$ cat src/rtl/decoder_rr_arbiter.sv
// Round-robin arbiter for a 16-way decoded select bus: registered index plus one-hot select, hold timeout, one-cycle gap.
// Latency: one cycle from sampled request to visible grant. Once granted, other requests are ignored until the grant is released.
module decoder_rr_arbiter #(
   parameter int unsigned MAX_HOLD = 255
) (
   input  logic        clk,
   input  logic        rst_n,
   input  logic        enable,
   input  logic [15:0] req,
   input  logic        done,
   output logic        grant_valid,
   output logic [3:0]  grant_index,
   output logic [15:0] grant_out,
   output logic        timeout,
   output logic [7:0]  busy_cnt
);

   typedef enum logic [1:0] {
      IDLE  = 2'd0,
      GRANT = 2'd1,
      GAP   = 2'd2
   } state_t;

   state_t      state_q, state_d;
   logic [3:0]  ptr_q, ptr_d;
   logic        grant_valid_q, grant_valid_d;
   logic [3:0]  grant_index_q, grant_index_d;
   logic [15:0] grant_out_q, grant_out_d;
   logic        timeout_q, timeout_d;
   logic [7:0]  busy_cnt_q, busy_cnt_d;

   logic        win_found;
   logic [3:0]  win_idx;
   logic [3:0]  cand;
   logic        owner_rel;
   logic        hold_expired;

   // Circular scan starting at ptr; the first set bit wins.
   always_comb begin
      win_found = 1'b0;
      win_idx   = ptr_q;
      cand      = ptr_q;
      for (int k = 0; k < 16; k++) begin
         cand = ptr_q + 4'(k);
         if (!win_found && req[cand]) begin
            win_found = 1'b1;
            win_idx   = cand;
         end
      end
   end

   assign owner_rel    = !enable || done || !req[grant_index_q];
   assign hold_expired = (busy_cnt_q == 8'(MAX_HOLD));

   always_comb begin
      state_d       = state_q;
      ptr_d         = ptr_q;
      grant_valid_d = grant_valid_q;
      grant_index_d = grant_index_q;
      grant_out_d   = grant_out_q;
      timeout_d     = 1'b0;
      busy_cnt_d    = busy_cnt_q;
      case (state_q)
         IDLE: begin
            if (enable && win_found) begin
               state_d       = GRANT;
               grant_valid_d = 1'b1;
               grant_index_d = win_idx;
               grant_out_d   = 16'h0001 << win_idx;
               busy_cnt_d    = 8'd1;
            end else begin
               grant_valid_d = 1'b0;
               grant_out_d   = 16'h0000;
               busy_cnt_d    = 8'd0;
            end
         end
         GRANT: begin
            if (owner_rel || hold_expired) begin
               // A normal release takes precedence, so timeout only flags a forced release.
               state_d       = GAP;
               grant_valid_d = 1'b0;
               grant_out_d   = 16'h0000;
               busy_cnt_d    = 8'd0;
               ptr_d         = grant_index_q + 4'd1;
               timeout_d     = !owner_rel;
            end else begin
               busy_cnt_d = busy_cnt_q + 8'd1;
            end
         end
         GAP: begin
            state_d = IDLE;
         end
         default: begin
            state_d       = IDLE;
            grant_valid_d = 1'b0;
            grant_out_d   = 16'h0000;
            busy_cnt_d    = 8'd0;
         end
      endcase
   end

   always_ff @(posedge clk or negedge rst_n) begin
      if (!rst_n) begin
         state_q       <= IDLE;
         ptr_q         <= 4'h0;
         grant_valid_q <= 1'b0;
         grant_index_q <= 4'h0;
         grant_out_q   <= 16'h0000;
         timeout_q     <= 1'b0;
         busy_cnt_q    <= 8'd0;
      end else begin
         state_q       <= state_d;
         ptr_q         <= ptr_d;
         grant_valid_q <= grant_valid_d;
         grant_index_q <= grant_index_d;
         grant_out_q   <= grant_out_d;
         timeout_q     <= timeout_d;
         busy_cnt_q    <= busy_cnt_d;
      end
   end

   assign grant_valid = grant_valid_q;
   assign grant_index = grant_index_q;
   assign grant_out   = grant_out_q;
   assign timeout     = timeout_q;
   assign busy_cnt    = busy_cnt_q;

   always @(posedge clk) begin
      if (rst_n) begin
         assert ($onehot0(grant_out_q))
         else $error("grant_out multi-hot: %h", grant_out_q);
      end
   end

endmodule

$ cat config.mk
export PLATFORM = sky130hd
export DESIGN_NAME = decoder_rr_arbiter
export DESIGN_NICKNAME = d
export VERILOG_FILES = /design/src/rtl/decoder_rr_arbiter.sv
export SDC_FILE = /design/constraint.sdc
export NUM_CORES = 1
export LEC_CHECK = 0
export ABC_AREA = 1
export BUFFER_PORTS_ARGS = -buffer_cell sky130_fd_sc_hd__buf_4
export CAP_MARGIN = 10
export CORE_MARGIN = 10
export CORE_UTILIZATION = 45
export DETAILED_ROUTE_END_ITERATION = 12
export PLACE_DENSITY = 0.73
export SYNTH_ARGS = -nofsm -noshare
export SYNTH_HDL_FRONTEND = slang
export SYNTH_SLANG_ARGS = --single-unit
$ cat constraint.sdc
create_clock -name clk -period 5.75 [get_ports clk]
set_clock_uncertainty 0.05 [all_clocks]
set_input_delay 1.15 -clock clk [delete_from_list [all_inputs] [get_ports clk]]
set_output_delay 1.15 -clock clk [all_outputs]
set_load 0.02 [all_outputs]
* Word-level counts from Yosys, hierarchy flattened
Index checks and enable logic that the tools add are counted.
W data, S select, Z words.
** Storage, ports and cells
- Flip-flop bits (word level) :: 36
- Bits in latches :: 0
- Memory bits (writable) :: 0
- Bits in read-only memories :: 0
- Input bits :: 20
- Output and inout bits :: 30
- Logic and storage cells :: 169
- Memories kept :: 0
** Operators by class
- $add $sub $neg :: 17
- Multipliers :: 0
- Div/mod/pow operators :: 0
- Magnitude comparators :: 17
- Eq/ne operators :: 5
- Shift-type cells :: 1
- Mux-type cells :: 79
- Bitwise logic cells :: 1
- Reduce and logical (&&, ||, !) cells :: 42
** Operators with widths (count)
- $lt A4 B5 Y1 const B :: 17
- $bmux W1 S4 :: 17
- $mux W4 :: 15
- $pmux W16 S3 :: 1
- $mux W1 :: 38
- $add A4 B4 Y4 const B :: 8
- $mux W16 :: 2
- $pmux W8 S3 :: 1
- $logic_not A1 Y1 :: 18
- $add A4 B3 Y4 const B :: 4
- $logic_and A1 B1 Y1 :: 16
- $shl A1 B4 Y16 const A :: 1
- $add A4 B1 Y4 const B :: 2
- $add A4 B2 Y4 const B :: 2
- $add A8 B1 Y8 const B :: 1
- $eq A8 B8 Y1 const B :: 1
- $mux W8 :: 1
- $reduce_and A2 Y1 :: 4
- $mux W2 :: 2
- $ne A2 B2 Y1 const B :: 2
- $pmux W2 S2 :: 1
- $logic_or A1 B1 Y1 :: 3
- $pmux W1 S3 :: 1
- $eq A2 B1 Y1 const B :: 1
- 3 further kinds :: 3

* Logic depth before layout (Yosys ltp)
- Depth after elaboration :: 51
- Depth in mapped cells :: 37
- Mapped depth without buffers :: 35

* Worst setup path after synthesis
Ideal clock, no wire load.
- Kind :: reg2reg
- Start :: register ptr_q[1]
- End :: register grant_out_q[0] (netlist: grant_out[0])
- Library setup time :: 0.118 ns
- Arrival time :: 3.500 ns
- Data required time :: 5.582 ns
- Slack :: 2.082 ns
- Stages on the path, launching flop included :: 33
- Buffers on the path :: 3
- Period minus slack after synthesis :: 3.668 ns
- Cells stage by stage :: dfrtp_1 buf_2 inv_2 buf_4 ha_1 clkbuf_1 nand3_1 nand3_1 nand3_1 nand2_1 nand2_2 nor2_4 nand2_2 nor2_4 nand3_2 nor2_2 nand2_2 nor2_4 inv_1 o21ai_0 inv_1 nand2_1 nand2_1 nand2_1 nand2_1 nand2_1 nand2_1 nand2_1 nand2_1 nand2_2 nand2_2 nand3_1 nand2_1
** On the way
- Word-level cells in the longest chain between the ends :: 51
** RTL lines
- start: declaration :: RTL line 25 : logic [3:0] ptr_q, ptr_d;
- start signal: assignment :: RTL line 113 : ptr_q <= ptr_d;
- branches (longest 49 deep; another with $add A4 B1 Y4)
- $mux W16 (*) :: RTL line 65 : if (enable && win_found) begin
- $pmux W16 S3 (*) :: RTL line 63 : case (state_q)
- end signal: assignment :: RTL line 116 : grant_out_q <= grant_out_d;
- end: declaration :: RTL line 28 : logic [15:0] grant_out_q, grant_out_d;
Every way passes the cells marked *. The select of a mux whose other input is x is not followed.
A chain may end at the register's enable or synchronous reset.

* Worst setup path after layout
- Start :: register ptr_q[1]
- End :: register grant_index_q[0] (netlist: grant_index[0])
** On the way
- Word-level cells in the longest chain between the ends :: 50
** RTL lines
- branches (longest 50 deep; another with $add A4 B1 Y4)
- end signal: assignment :: RTL line 115 : grant_index_q <= grant_index_d;
- end: declaration :: RTL line 27 : logic [3:0] grant_index_q, grant_index_d;
Several ways; the timed one is not identified. The select of a mux whose other input is x is not followed.

==> parameters.txt <==
Parameter                              Value

Clock network
  Maximum number of buffers from clock root to sink    2
  Resized cells post-CTS    0
  Clock latency at the later pin of the worst-skew pair    0.29 ns
  Clock tree from TritonCTS    yes
  Number of clock sinks seen by CTS    36
  Reg clk slew, reported paths    0.07 ns
  CTS Hold Bufs    0
  Total clock buffers created by CTS    5
  CTS H-tree lvls    2
  Post-CTS Setup Bufs    0
  CTS Root Cell    clkbuf_8

Placement
  Final Wtd Congestion    roughly 1
  Quantity of I/O buffers inserted on ports    49
  Post-detailed-placement half-perimeter wirelength    roughly 8400 µm

Synth
  Number of warning messages in the yosys log    0
  Register bit total from synthesis    36
  Synth area leaders    dfrtp_1 25%, nand2_1 20%, nand3_1 13%
  Share of flip-flops with an asynchronous set or reset    100%
  Synthesized area per cell    6.18 µm²
  Post-synthesis sequential area ratio    25.0%
  Count of flip-flops with a built-in enable after synthesis    0
  Gate Count Post-Synth    approximately 580
  Mapped Area    3600 µm²
  Syn nets    between 600 and 700
  Library cell occupying the most area in the post-synthesis netlist    dfrtp_1
  Ys flop type    dfrtp_1
  Distinct cell type count of the synthesized netlist    37
  Area share of the leading cell type in the synthesized netlist    25.0%

STA
  Achievable clock frequency    approximately 210 MHz
  Final Max Tran Viols    0
  Final Setup Violations    0
  Transition at the pin with the smallest max-transition slack    1.16 ns
  Period minus WS final    4.83 ns
  Setup repair after global routing missed its margin    false
  TNS Setup    0 ns
  Hold Vio Cnt, Final    0
  Slew margin rel.    22.7%
  Period utilization    84.0%

Die
  Die ar.    around 12,000 µm²
  Core area    7770 µm²
  Floorplan row count    32
  Boundary Pins    50
  Chip Height    109 µm
  Die Width    ~110 µm
  Initial core utilization    46.3%

Setup path
  Number of cells on the worst reg-to-reg path    23
  Start-to-end type of the worst setup path    reg -> reg
  Startpoint Class    register
  Number of buffer and inverter instances along the worst setup path    4
  Category of cells accounting for the largest share of critical-path delay    simple AND/OR/NAND/NOR gates
  Slowest Stage Delay on Critical Path    0.87 ns
  Setup crit end kind    register
  Required time worst endpoint    5.89 ns
  Worst path slowest cell    nor2_1
  CP max FO    20
  Path length in cells of the critical path    23
  Cell-by-cell trace of the critical path    inv_2 > ha_1 > inv_1 > nand3_1 > o21a_1 > nand2_1 > o21ai_1 > nand2_1 > o21ai_1 > inv_1 > nand2_2 > nor2_4 > nand3_2 > nor2_2 > nand2_2 > nor2_4 > nand2_2 > nor2_8 > nand4_4 > o21ai_1 > nor2_1 > inv_2 > o21ai_0
  Arrival time of data at the critical path endpoint    roughly 5.0 ns

Finish
  Number of fill cells in the layout    812
  Final #Nets    652
  FF+latch area    ~900 µm²
  Multi-input gate area in the final layout    2330 µm²
  Antenna diode instance count    0
  Share of final-layout standard cells stronger than drive strength 1    15.4%
  Area added between synthesis and finish    13.7%

Min path
  Worst hold path class    reg -> reg
  Number of cells on the worst hold path    2

Global route
  Remaining Overflow, GRT    0
  GRT Overall Usage    17.9%
  Global-route wire length before repair    17,800 µm
  Number of global-route vias before repair    3,765
  Number of antenna violations at the first check in global routing    0
  Maximum number of pins on one net before global-route repair    37

Routing
  Overall routed net length    10,800 µm
  Average wire per standard cell    14.8 µm
  DRC violation count after routing    0
  DRT iter0 DRCs    247
  Vias per std cell    5.41
  Via Count    ~3,900
  Number of antenna-violating nets in the routed design    0
  First-pass iteration count of the detailed router    7

Run
  Maximum capacitance violations    0

Status
  Outcome    finished, final reports clean
==> routing by layer <==
layer	vias to the layer above	part of all wire, %	GRT usage (%)
met2	154	47	29.8
li1	1976	-	-
met1	1791	44	23.3
met5	-	0	0
met4	0	0.87	4.46
met3	10	7.9	3.57
==> tightest hold or removal path: stages (launching register included) <==
cell and delay (ns):
dfrtp_1 0.35, nand2_1 0.05, nand2_1 0.05
==> final timing paths <==
kind | endpoint | from | slack [ns]
worst max-delay path | grant_index[0] | ptr_q[1] | 0.92
worst min-delay path | grant_out[3] | grant_out[3] | 0.43
worst max register to register | grant_index[0] | ptr_q[1] | 0.92
worst min register to register | grant_out[3] | grant_out[3] | 0.43
max in group asynchronous | ptr_q[2] | rst_n | 4.57
min in group asynchronous | grant_out[15] | rst_n | 0.75
==> final cells by class <==
class | instances | share of cell area [%]
multi-input cells | 462 | 57.1
flip-flops and latches | 36 | 22.0
repair buffers | 50 | 9.17
inverters | 68 | 6.36
well taps | 102 | 3.12
clock buffers | 6 | 2.02
clock inverters | 2 | 0.245
==> cell families after synthesis <==
family	after synthesis	synth area share (%)
AO/OA/AOI/OAI	73	11.3
XOR/XNOR	14	4.04
adder cells (fa/ha/maj)	9	3.13
buffers and inverters	84	10.1
flip-flops	36	25.0
multiplexers	1	0.278
AND/OR/NAND/NOR	365	46.2
==> flip-flops by register name (all words and copies together), names as in the netlist <==
signal       flops
timeout          1
grant_index      4
grant_out       16
state_q          2
grant_valid      1
busy_cnt         8
ptr_q            4
==> Yosys cell counts, types with 2 or more instances <==
cell and instances:
a21oi_1 9, o22ai_1 6, nand4_1 11, inv_1 62, nor2_4 5, buf_2 3, nand3_2 3, o21ai_0 41
o21a_1 2, clkbuf_1 6, xor2_2 3, xnor2_1 2, o21ai_1 7, inv_4 2, nand2_2 15, nor2_1 41
o211ai_1 4, ha_1 9, buf_4 4, buf_6 3, nor3_1 4, xor2_1 9, nand2_1 190, inv_2 4
dfrtp_1 36, nand3_1 90
==> cell usage in the layout (no fill, tap or decap) <==
master    instances
a21boi_2          1
a21oi_1           9
buf_4            50
clkbuf_8          6
clkinv_2          2
dfrtp_1          36
ha_1              9
inv_1            62
inv_2             4
inv_4             2
mux2i_1           1
nand2_1         190
nand2_2          15
nand3_1          90
nand3_2           3
nand3b_1          1
nand4_1          11
nand4_2           1
nand4_4           1
nor2_1           41
nor2_2            1
nor2_4            5
nor2_8            1
nor3_1            4
nor4_1            1
o211ai_1          4
o21a_1            2
o21ai_0          41
o21ai_1           7
o221a_2           1
o221ai_1          1
o22ai_1           6
o31ai_1           1
xnor2_1           2
xor2_1            9
xor2_2            3
==> through the flow <==
step | instances | hold slack, ns | setup slack [ns] | util (%) | cell area (µm²)
after floorplan | 582 | 0.491 | 2.08 | - | 3600
after global placement | 718 | 0.418 | 1.25 | 51.5 | 4000
after detailed placement | 718 | 0.418 | 1.02 | 51.5 | 4000
after CTS | 726 | 0.439 | 1.01 | 52.7 | 4090
after global routing | 726 | 0.461 | 0.395 | 52.7 | 4090
final | 726 | 0.435 | 0.922 | 52.7 | 4090
Power is left out: the tool's default activity adds up to more than one toggle a clock period on the data nets, which glitch-free logic cannot reach.
